<file path="src/rtl/cpu_sequencer.sv">
// Eight-phase CPU instruction sequencer: decodes datapath controls from the current phase and opcode,
// stretches memory phases until mem_ready, and halts on HLT or on a memory timeout.
module cpu_sequencer #(
    parameter int AC_W     = 8,
    parameter int WAIT_MAX = 16,
    parameter int CNT_W    = 5
) (
    input  logic            clk,
    input  logic            rst_n,
    input  logic [2:0]      opcode,
    input  logic [AC_W-1:0] ac,
    input  logic            mem_ready,
    input  logic            go,
    output logic [2:0]      phase,
    output logic            sel,
    output logic            rd,
    output logic            ld_ir,
    output logic            halt,
    output logic            inc_pc,
    output logic            ld_ac,
    output logic            wr,
    output logic            ld_pc,
    output logic            data_e,
    output logic            halted,
    output logic            bus_err
);

    typedef enum logic {RUN = 1'b0, HALTED = 1'b1} st_t;

    localparam logic [2:0] OP_HLT = 3'd0, OP_SKZ = 3'd1, OP_ADD = 3'd2, OP_AND = 3'd3;
    localparam logic [2:0] OP_XOR = 3'd4, OP_LDA = 3'd5, OP_STO = 3'd6, OP_JMP = 3'd7;
    localparam logic [CNT_W-1:0] WAIT_LAST = CNT_W'((WAIT_MAX > 0) ? WAIT_MAX - 1 : 0);

    st_t             st_q, st_d;
    logic [2:0]      phase_q, phase_d;
    logic [CNT_W-1:0] wait_cnt_q, wait_cnt_d;
    logic            bus_err_q, bus_err_d;

    logic is_a, is_h, is_z, is_j, is_s, wait_ph;

    always_comb begin
        is_a    = (opcode == OP_ADD) || (opcode == OP_AND) || (opcode == OP_XOR) || (opcode == OP_LDA);
        is_h    = (opcode == OP_HLT);
        is_z    = (opcode == OP_SKZ) && (ac == '0);
        is_j    = (opcode == OP_JMP);
        is_s    = (opcode == OP_STO);
        wait_ph = (phase_q == 3'd2) || ((phase_q == 3'd6) && (is_a || is_s));
    end

    always_comb begin
        st_d       = st_q;
        phase_d    = phase_q;
        wait_cnt_d = wait_cnt_q;
        bus_err_d  = bus_err_q;
        if (st_q == HALTED) begin
            phase_d    = 3'd0;
            wait_cnt_d = '0;
            if (go) begin
                st_d      = RUN;
                bus_err_d = 1'b0;
            end
        end else if (wait_ph && !mem_ready) begin
            // A stall on the last allowed cycle becomes a bus error; WAIT_MAX=0 stalls forever.
            if (WAIT_MAX > 0) begin
                if (wait_cnt_q == WAIT_LAST) begin
                    st_d       = HALTED;
                    phase_d    = 3'd0;
                    wait_cnt_d = '0;
                    bus_err_d  = 1'b1;
                end else begin
                    wait_cnt_d = wait_cnt_q + 1'b1;
                end
            end
        end else begin
            wait_cnt_d = '0;
            if ((phase_q == 3'd4) && is_h) begin
                st_d    = HALTED;
                phase_d = 3'd0;
            end else begin
                phase_d = phase_q + 3'd1;
            end
        end
    end

    always_ff @(posedge clk) begin
        if (!rst_n) begin
            st_q       <= RUN;
            phase_q    <= 3'd0;
            wait_cnt_q <= '0;
            bus_err_q  <= 1'b0;
        end else begin
            st_q       <= st_d;
            phase_q    <= phase_d;
            wait_cnt_q <= wait_cnt_d;
            bus_err_q  <= bus_err_d;
        end
    end

    always_comb begin
        sel    = 1'b0;
        rd     = 1'b0;
        ld_ir  = 1'b0;
        halt   = 1'b0;
        inc_pc = 1'b0;
        ld_ac  = 1'b0;
        wr     = 1'b0;
        ld_pc  = 1'b0;
        data_e = 1'b0;
        halted = 1'b0;
        if (st_q == HALTED) begin
            sel    = 1'b1;
            halted = 1'b1;
        end else begin
            case (phase_q)
                3'd0: sel = 1'b1;
                3'd1: begin sel = 1'b1; rd = 1'b1; end
                3'd2, 3'd3: begin sel = 1'b1; rd = 1'b1; ld_ir = 1'b1; end
                3'd4: begin halt = is_h; inc_pc = 1'b1; end
                3'd5: rd = is_a;
                3'd6: begin rd = is_a; inc_pc = is_z; ld_pc = is_j; data_e = is_s; end
                default: begin rd = is_a; ld_ac = is_a; ld_pc = is_j; wr = is_s; data_e = is_s; end
            endcase
        end
    end

    assign phase   = (st_q == HALTED) ? 3'd0 : phase_q;
    assign bus_err = bus_err_q;

endmodule
</file>
<file path="config.mk">
export PLATFORM = sky130hd
export DESIGN_NAME = cpu_sequencer
export DESIGN_NICKNAME = d
export VERILOG_FILES = /design/src/rtl/cpu_sequencer.sv
export SDC_FILE = /design/constraint.sdc
export NUM_CORES = 1
export LEC_CHECK = 0
export ABC_CLOCK_PERIOD_IN_PS = 1650
export CAP_MARGIN = 20
export CORE_MARGIN = 2
export CORE_UTILIZATION = 42
export CTS_CLUSTER_DIAMETER = 30
export CTS_CLUSTER_SIZE = 20
export DETAILED_ROUTE_END_ITERATION = 12
export GPL_TIMING_DRIVEN = 1
export PLACE_DENSITY = 0.84
export SLEW_MARGIN = 10
export SYNTH_ARGS = -nofsm -noshare
export SYNTH_HDL_FRONTEND = slang
export SYNTH_SLANG_ARGS = --single-unit
export TNS_END_PERCENT = 30
</file>
<file path="constraint.sdc">
create_clock -name clk -period 1.65 [get_ports clk]
set_input_delay 0.2475 -clock clk [delete_from_list [all_inputs] [get_ports clk]]
set_output_delay 0.2475 -clock clk [all_outputs]
set_load 0.1 [all_outputs]
</file>
== Word level (Yosys, flattened, before mapping) ==
Index checks and enable logic that the tools add are counted.
Widths: inputs -> output; s select.

* Logic and storage cells: 80
* Input bits: 15
* Output and inout bits: 14
* Flip-flop bits (word level): 10

* Multiplexer cells: 32
* Add/subtract/negate cells: 2
* Equal/unequal tests: 16
* Bitwise logic cells: 2
* Reduce and logical (&&, ||, !) cells: 24

{| class="wikitable"
|+ Operators by type and width
! kind !! count
|-
| $mux 1 || 26
|-
| $eq 3x3->1 const B || 7
|-
| $eq 3x2->1 const B || 4
|-
| $mux 3 || 4
|-
| $logic_not 8->1 || 1
|-
| $reduce_or 4->1 || 2
|-
| $reduce_or 7->1 || 1
|-
| $eq 3x1->1 const B || 2
|-
| $logic_not 3->1 || 2
|-
| $reduce_or 2->1 || 3
|-
| $reduce_or 6->1 || 1
|-
| $add 5x1->5 const B || 1
|-
| $eq 5x4->1 const B || 1
|-
| $logic_or 1x1->1 || 5
|-
| $logic_and 1x1->1 || 4
|-
| $pmux 1 s2 || 2
|-
| $reduce_bool 2->1 || 2
|-
| $add 3x1->3 const B || 1
|-
| $reduce_and 3->1 || 1
|-
| $reduce_or 3->1 || 1
|-
| $ne 2x1->1 const B || 1
|-
| $ne 2x2->1 const B || 1
|-
| $not 1->1 || 2
|-
| $logic_not 1->1 || 1
|}

== Logic depth before layout (Yosys ltp) ==
Gate-level depths: netlist of the first run.

* Depth after elaboration: 10
* Depth in mapped cells: 6
* Depth with buffers taken out: 5

== Worst setup path after synthesis of the first run ==
OpenSTA, ideal clock, no wires.

* Path kind: register to output
* Start: register st_q
* End: output port data_e
* Data arrival time: 4.387 ns
* Path slack: -2.984 ns
* Data required time: 1.402 ns
* Path buffers: 0
* Stages on the path, launching flop included: 5
* Cells stage by stage: dfxtp_1 -> or2b_1 -> inv_1 -> nand2_1 -> nor3_1

* Cells in the longest elaborated chain, start to end: 1

{| class="wikitable"
|+ RTL lines
! item !! line !! text
|-
| start: declaration || 34 || <nowiki>st_t st_q, st_d;</nowiki>
|-
| start signal: assignment || 92 || <nowiki>st_q <= st_d;</nowiki>
|-
| $mux 1 || 110 || <nowiki>if (st_q == HALTED) begin</nowiki>
|-
| end: declaration || 23 || <nowiki>output logic data_e,</nowiki>
|}

No other way between the ends.

== Worst setup path after layout of the first run ==
* Start: input port ac[1]
* End: output port inc_pc

* Cells in the longest elaborated chain, start to end: 4

{| class="wikitable"
|+ RTL lines
! item !! line !! text
|-
| start: declaration || 11 || <nowiki>input logic [AC_W-1:0] ac,</nowiki>
|-
| $logic_not 8->1 || 44 || <nowiki>is_z = (opcode == OP_SKZ) && (ac == '0);</nowiki>
|-
| $logic_and 1x1->1 || 44 ||
|-
| $pmux 1 s2 || 114 || <nowiki>case (phase_q)</nowiki>
|-
| $mux 1 || 110 ||
|-
| end: declaration || 19 || <nowiki>output logic inc_pc,</nowiki>
|}

No other way between the ends.

==> results by group, run 1 <==
Clock network
  – Worst-path clk slew: 0.08 ns
  – Clk_lat worst skew: 0.29 ns
  – Clock buffer count from CTS: 3
  – CTS Buffer Depth: 2
  – Clock sinks: 10
  – CTS tree: built
  – Hold Buf Count CTS: 0
  – Clock Tree Root: clkbuf_4
  – CTS HTree Levels: 1

STA
  – # setup viols final: 10
  – Min cycle time layout: 2.03 ns
  – Final setup margin: -0.376 ns
  – Final Hold Fails: 0
  – Final Cycle Share: 123%
  – RSZ-0062 raised after global routing: true
  – Maximum clock frequency: 494 MHz
  – Worst-margin pin slew: 0.445 ns
  – Worst clock skew: 0.0103 ns
  – Pins Over Slew Limit: 0
  – Relative slew margins: 69.9%

Detailed routing
  – Residual DRC: 0
  – DR vias/cell: 7.23
  – DRT iter0 DRCs: 68
  – Routed wire length: 4970 um
  – ANT nets after route: 0
  – Average routed wire per standard cell: 31.1 um
  – Vias: 1156
  – Drt pass-1 iters: 7

Logic synthesis
  – Post-synth ARST share: 0%
  – Netlist cell types: 35
  – Register area share after synthesis: 26.8%
  – Post-Synthesis Cells: 91
  – Cell Area, Synth: 746 um2
  – Syn Nets: 113
  – Syn Area/Cell: 8.19 um2
  – Synth Warn #: 0
  – Post-synth EDFFs: 0
  – FF+latch count, synth: 10
  – Top FF cell, synth: dfxtp_1

Critical path
  – CP bufs+invs: 2
  – Setup crit end kind: output pin
  – Max FO, Critical Path: 1
  – R2R Setup Slk: -0.04 ns
  – Largest delay share family, worst path: simple AND/OR/NAND/NOR gates
  – Startpoint types: primary input
  – CP peak stage delay: 0.46 ns
  – Crit Path Class: primary input to output pin
  – CP max-delay cell: nor4b_1
  – RR Startpoint: phase_q[1]
  – R2r endpoint: phase_q[1]
  – Worst path cell trace: clkdlybuf4s50_1, nor4b_1, a31oi_1, nor3_2, buf_12
  – R2R depth: 6
  – CP Data Arrival Time: 1.78 ns
  – Req. time, crit path: 1.40 ns

Pwr
  – Pwr/cell area: 980 nW/um2
  – Static Leak: 0.632 nW
  – Max VDD drop: 0.000897 V

GRT
  – Gr ovfl total: 0
  – Total Routing Usage GR: 36.3%
  – First-pass GRT wire length: 5270 um
  – Initial antenna violation count: 0
  – Vias in the first global route: 990
  – Largest net degree at the start of global routing: 10

Worst hold path
  – Worst min path class: flip-flop to flip-flop
  – Hold EP: wait_cnt_q[0]
  – Min-delay src: wait_cnt_q[0]
  – Hold Path Cell Cnt: 1

Layout
  – Post-Layout Inst Area: 1670 um2
  – Commonest cells after routing, fill and taps aside: 24 x buf_4, 14 x buf_12, 11 x clkdlybuf4s50_1
  – Share of layout cells above drive strength 1: 57.3%
  – Diode count: 0
  – Commonest non-fill, non-tap cell in the layout: buf_4
  – Nets@finish: 166
  – Fillers: 15
  – Layout area overhead: 123%

Placed design
  – Post-DP HPWL: 1970 um
  – Port-buffer cells: 28
  – DP Worst Slack: -0.334 ns
  – Placed cell area: 1430 um2
  – Routability cong.: 0.840

Run status
  – Failing checks: negative setup slack
  – Status: complete, but fails checks

Floorplan
  – Initial Utilization: 44.1%
  – # IOs: 29
  – Core area: 1690 um2
  – Core Rows: 15
  – Die area: 2130 um2
  – Die Y: 46.1 um
  – Die Width: 46.1 um

Run
  – Max cap viols: 0
where the power goes:
group | total, mW | switching (mW) | internal, mW | leakage (nW)
Combinational | 1.13 | 0.673 | 0.462 | 0.532
Sequential | 0.298 | 0.0384 | 0.260 | 0.0844
Clock | 0.201 | 0.107 | 0.0942 | 0.0150
worst register-to-register path, stage by stage, from the launching register on:
cell and delay, ns:
dfxtp_4 0.41, buf_6 0.13, ha_4 0.13, buf_4 0.15
nor2b_4 0.23, and3_4 0.26, mux2i_1 0.29
cell usage after synthesis (2+ instances only):
library cell,instances,area share (%)
nor4b_1,3,3.5
a21oi_1,3,2.0
dfxtp_1,10,27
nor2_1,8,4.0
o211ai_1,2,2.0
mux2i_1,3,4.0
xnor2_1,2,2.3
nand3_1,4,2.7
nor4_1,5,4.2
nor2b_1,2,1.7
buf_1,2,1.0
nand4_1,2,1.7
nand2_1,4,2.0
ha_1,7,12
or2b_1,2,2.0
inv_1,6,3.0
and3_1,2,1.7
or3_1,3,2.5
buf_6,2,3.0
nor3_1,4,2.7
worst max path at each step:
stage / start / endpoint / depth (start not counted)
global placement: opcode[0] / halt / 4
floorplan: st_q / data_e / 4
global route: ac[0] / inc_pc / 5
finish: ac[1] / inc_pc / 5
detailed placement: opcode[2] / inc_pc / 6
CTS: phase_q[1] / inc_pc / 6
layout make-up:
class	instances	area (um2)	area share, %
clock buffer	4	26.3	1.58
inverter	6	31.3	1.88
tap	17	21.3	1.28
multi-input combinational	69	752	45.1
sequential	10	216	13.0
timing repair buffer	54	619	37.2
kinds of logic after synthesis:
logic type                 Yosys count  share of synthesized area [%]
xor gates and xnor gates             3                           3.52
adders and majority gates            7                           11.7
and+or+nand+nor                     44                           34.6
muxes                                3                           4.03
AOI/OAI and AO/OA                   12                           11.1
buffers and inverters               12                           8.22
DFF                                 10                           26.8
registers in the layout, summed over array words and instances, names as in the netlist:
signal	count
st_q	1
bus_err	1
phase_q	3
wait_cnt_q	5
stage by stage:
stage | utilization [%] | hold slack [ns] | instances | power [mW] | TNS (ns)
global route | 98.7 | 0.499 | 160 | 1.65 | -2.18
finish | 98.7 | 0.497 | 160 | 1.63 | -2.03
floorplan | - | 0.354 | 91 | 0.822 | -4.98
detailed placement | 84.7 | 0.456 | 151 | 1.18 | -2.82
CTS | 94.4 | 0.465 | 159 | 1.48 | -1.24
global placement | 84.7 | 0.438 | 151 | 1.16 | -2.02
routing by layer:
metal  vias up  global-route usage (%)  part of all wire (%)
li1        436                       -                     -
met1       523                    46.7                    32
met2       144                    58.1                    45
met3        53                    9.02                    15
met4         0                    13.7                   8.8
met5         -                       0                     0
timing repair:
item / in CTS / in global routing
gates resized for setup: 24 / 13
buffers inserted: 4 / 1
pin swaps: 13 / 4
endpoints found under the setup margin: 8 / 16
cloned: 0 / 0
Power figures use the tool's default switching activity.
==> inputs of run 2 (changes only) <==
- ABC_AREA: not set -> 1
- GPL_ROUTABILITY_DRIVEN: not set -> 0
- PLACE_DENSITY: 0.84 -> 0.85
==> run 2 against run 1 <==
The run still ends with negative setup slack left. Die area shrank 1.7%. Synthesized area shrank 1.8%. Combinational power grew 19%. Synthesized cell count grew 7.7%. Wire length shrank 40%. Non-clock buffer count shrank 10. Global-route usage shrank 7.4 points. Count of clock-buffer cells in the layout is the same. Via count shrank 20%. Clock skew shrank 0.0047 ns. Fmax grew 5.1%. Critical endpoint is now ld_ac.
==> results by group, run 2 <==
GRT
  – Gr ovfl total: 0
  – Largest net degree at the start of global routing: 12
  – First-pass GRT wire length: 4190 um
  – GR Util met3: 5.56%
  – Met2 Use GR: 55.5%
  – GR Util met1: 25.3%
  – Initial antenna violation count: 0
  – Total Routing Usage GR: 28.9%
  – Grt peak-use layer: met2
  – Vias in the first global route: 968

Critical path
  – CP Data Arrival Time: 1.68 ns
  – Req. time, crit path: 1.40 ns
  – Max FO, Critical Path: 3
  – Setup crit end kind: output pin
  – Startpoint types: flip-flop
  – Crit Path Class: flip-flop to output pin

STA
  – Worst-margin pin slew: 0.301 ns
  – Pins Over Slew Limit: 0
  – Worst clock skew: 0.00550 ns
  – # setup viols final: 8
  – Final Hold Fails: 0
  – Final Cycle Share: 117%
  – Min cycle time layout: 1.93 ns
  – Final setup margin: -0.277 ns
  – RSZ-0062 raised after global routing: true
  – Relative slew margins: 79.8%
  – Maximum clock frequency: 519 MHz

Logic synthesis
  – Adder-Cell Fraction of Synth Area: 12.0%
  – Netlist cell types: 27
  – Post-synth ARST share: 0%
  – Commonest cells post-synth: 15 x inv_1, 13 x nand2_1, 13 x nor2_1
  – Synth Area in Simple Gates: 41.4%
  – FF+latch count, synth: 10
  – Most frequent cell after synthesis: inv_1
  – Syn Area/Cell: 7.47 um2
  – Register area share after synthesis: 27.4%
  – Top FF cell, synth: dfxtp_1
  – Synth Area in XOR/XNOR: 2.39%
  – Syn Nets: 120
  – Area contributors post-synth: dfxtp_1 27%, ha_1 12%, inv_1 7.7%
  – Post-synthesis mux area share: 0%
  – Largest family of logic cells by synthesized area: simple AND/OR/NAND/NOR gates
  – Cell taking the most area after synthesis: dfxtp_1
  – Cell Area, Synth: 732 um2
  – Synth Area in Compound Gates: 8.03%
  – Synth top area share: 27.4%
  – Post-Synthesis Cells: 98
  – Synth Warn #: 0
  – Post-synth EDFFs: 0

Layout
  – Commonest non-fill, non-tap cell in the layout: buf_4
  – Fillers: 70
  – Largest reg by FF count: wait_cnt_q
  – Diode count: 0
  – Reg area: 213 um2
  – Biggest regs: wait_cnt_q (5), phase_q (3)
  – Commonest cells after routing, fill and taps aside: 16 x buf_4, 14 x clkdlybuf4s50_1, 14 x buf_12
  – Nets@finish: 168
  – Max reg flops: 5
  – Layout area overhead: 104%
  – Final Util: 88.5%
  – Share of layout cells above drive strength 1: 49.7%
  – Multi-input gate area: 613 um2

Detailed routing
  – Routed wire length: 3010 um
  – Average routed wire per standard cell: 18.6 um
  – Residual DRC: 0
  – DR vias/cell: 5.73
  – Drt pass-1 iters: 4
  – Vias: 929
  – DRT iter0 DRCs: 26
  – ANT nets after route: 0

Clock network
  – Clk_lat worst skew: 0.27 ns
  – CTS tree: built
  – CTS Buffer Depth: 2
  – Clock Tree Root: clkbuf_4
  – CTS HTree Levels: 1
  – Clock sinks: 10
  – Clock buffer count from CTS: 3
  – Hold Buf Count CTS: 0
  – Worst-path clk slew: 0.07 ns

Floorplan
  – Die Y: 45.7 um
  – Initial Utilization: 43.3%
  – Core Rows: 15
  – Core area: 1690 um2
  – Die area: 2090 um2
  – Die Width: 45.7 um
  – # IOs: 29

Run status
  – Status: complete, but fails checks
  – Failing checks: negative setup slack

Placed design
  – Port-buffer cells: 28
  – Post-DP HPWL: 1780 um
  – DP Worst Slack: -0.136 ns

Pwr
  – Static Leak: 0.608 nW
  – Pwr/cell area: 1260 nW/um2
  – Max VDD drop: 0.00104 V

Worst hold path
  – Worst min path class: flip-flop to flip-flop

Run
  – Max cap viols: 0
run 2: cell count changes in the layout (fill, tap and decap cells not counted), moves of 3 or more:
cell	delta
clkdlybuf4s50_1	+3
or3_1	-3
buf_4	-8
nor2_1	+6
mux2i_1	-3
dlygate4sd2_1	-3
nand3_1	+5
nand2_2	+3
nand2_1	+9
nor2_2	+3
inv_1	+9
run 2: path summary, 6_finish.rpt:
path / startpoint / end / slack [ns] / cells after the start
worst max-delay path: phase_q[1] / ld_ac / -0.28 / 7
worst max register to register: phase_q[0] / phase_q[0] / 0.15 / 9
worst min-delay path: wait_cnt_q[0] / wait_cnt_q[0] / 0.46 / 1
worst min register to register: wait_cnt_q[0] / wait_cnt_q[0] / 0.46 / 1
run 2: final cells by class:
class                      instances  share of cell area [%]
multi-input combinational         71                    41.0
tap                               17                    1.42
timing repair buffer              44                    36.2
clock buffer                       4                    2.43
inverter                          16                    4.77
sequential                        10                    14.2
run 2: logic make-up after synthesis:
family,after synthesis
buffers and inverters,17
flip-flops,10
XOR/XNOR,2
adder cells (fa/ha/maj),7
AND/OR/NAND/NOR,52
AO/OA/AOI/OAI,10
run 2: critical path, cell delays in order, from the launching register on:
cell and delay, ns:
dfxtp_4 0.38, inv_4 0.05, ha_2 0.19, o21ai_2 0.13, o2111ai_2 0.17, nor3_2 0.17
buf_4 0.15, buf_12 0.16
run 2: where the power goes:
part | leakage (nW) | switching, mW | total (mW) | internal, mW
clock | 0.0210 | 0.0909 | 0.225 | 0.134
combinational | 0.503 | 0.832 | 1.35 | 0.514
sequential | 0.0836 | 0.0362 | 0.307 | 0.271
total | 0.608 | 0.959 | 1.88 | 0.919
run 2: timing repair:
action | 4_1_cts | 5_1_grt
resized for setup | 26 | 9
endpoints found under the setup margin | 8 | 10
pin swaps | 8 | 2
buffers inserted | 1 | 0
run 2: stage by stage:
step / cell area, um2 / setup TNS [ns] / instances / hold WS, ns / total power [mW]
4_1_cts: 1460 / -1.33 / 162 / 0.461 / 1.78
3_3_place_gp: 1330 / -0.406 / 157 / 0.430 / 1.42
2_1_floorplan: 783 / -11.04 / 98 / 0.389 / 0.975
6_report: 1500 / -1.67 / 162 / 0.462 / 1.88
3_5_place_dp: 1330 / -0.755 / 157 / 0.450 / 1.45
5_1_grt: 1500 / -2.01 / 162 / 0.497 / 1.94
run 2: metal layers:
metal	vias to the layer above	share of wire, %	wire length, um
met5	-	0	0
met2	64	55	1640
met1	427	32	964
met3	20	7.3	220
li1	418	-	-
met4	0	6.0	179
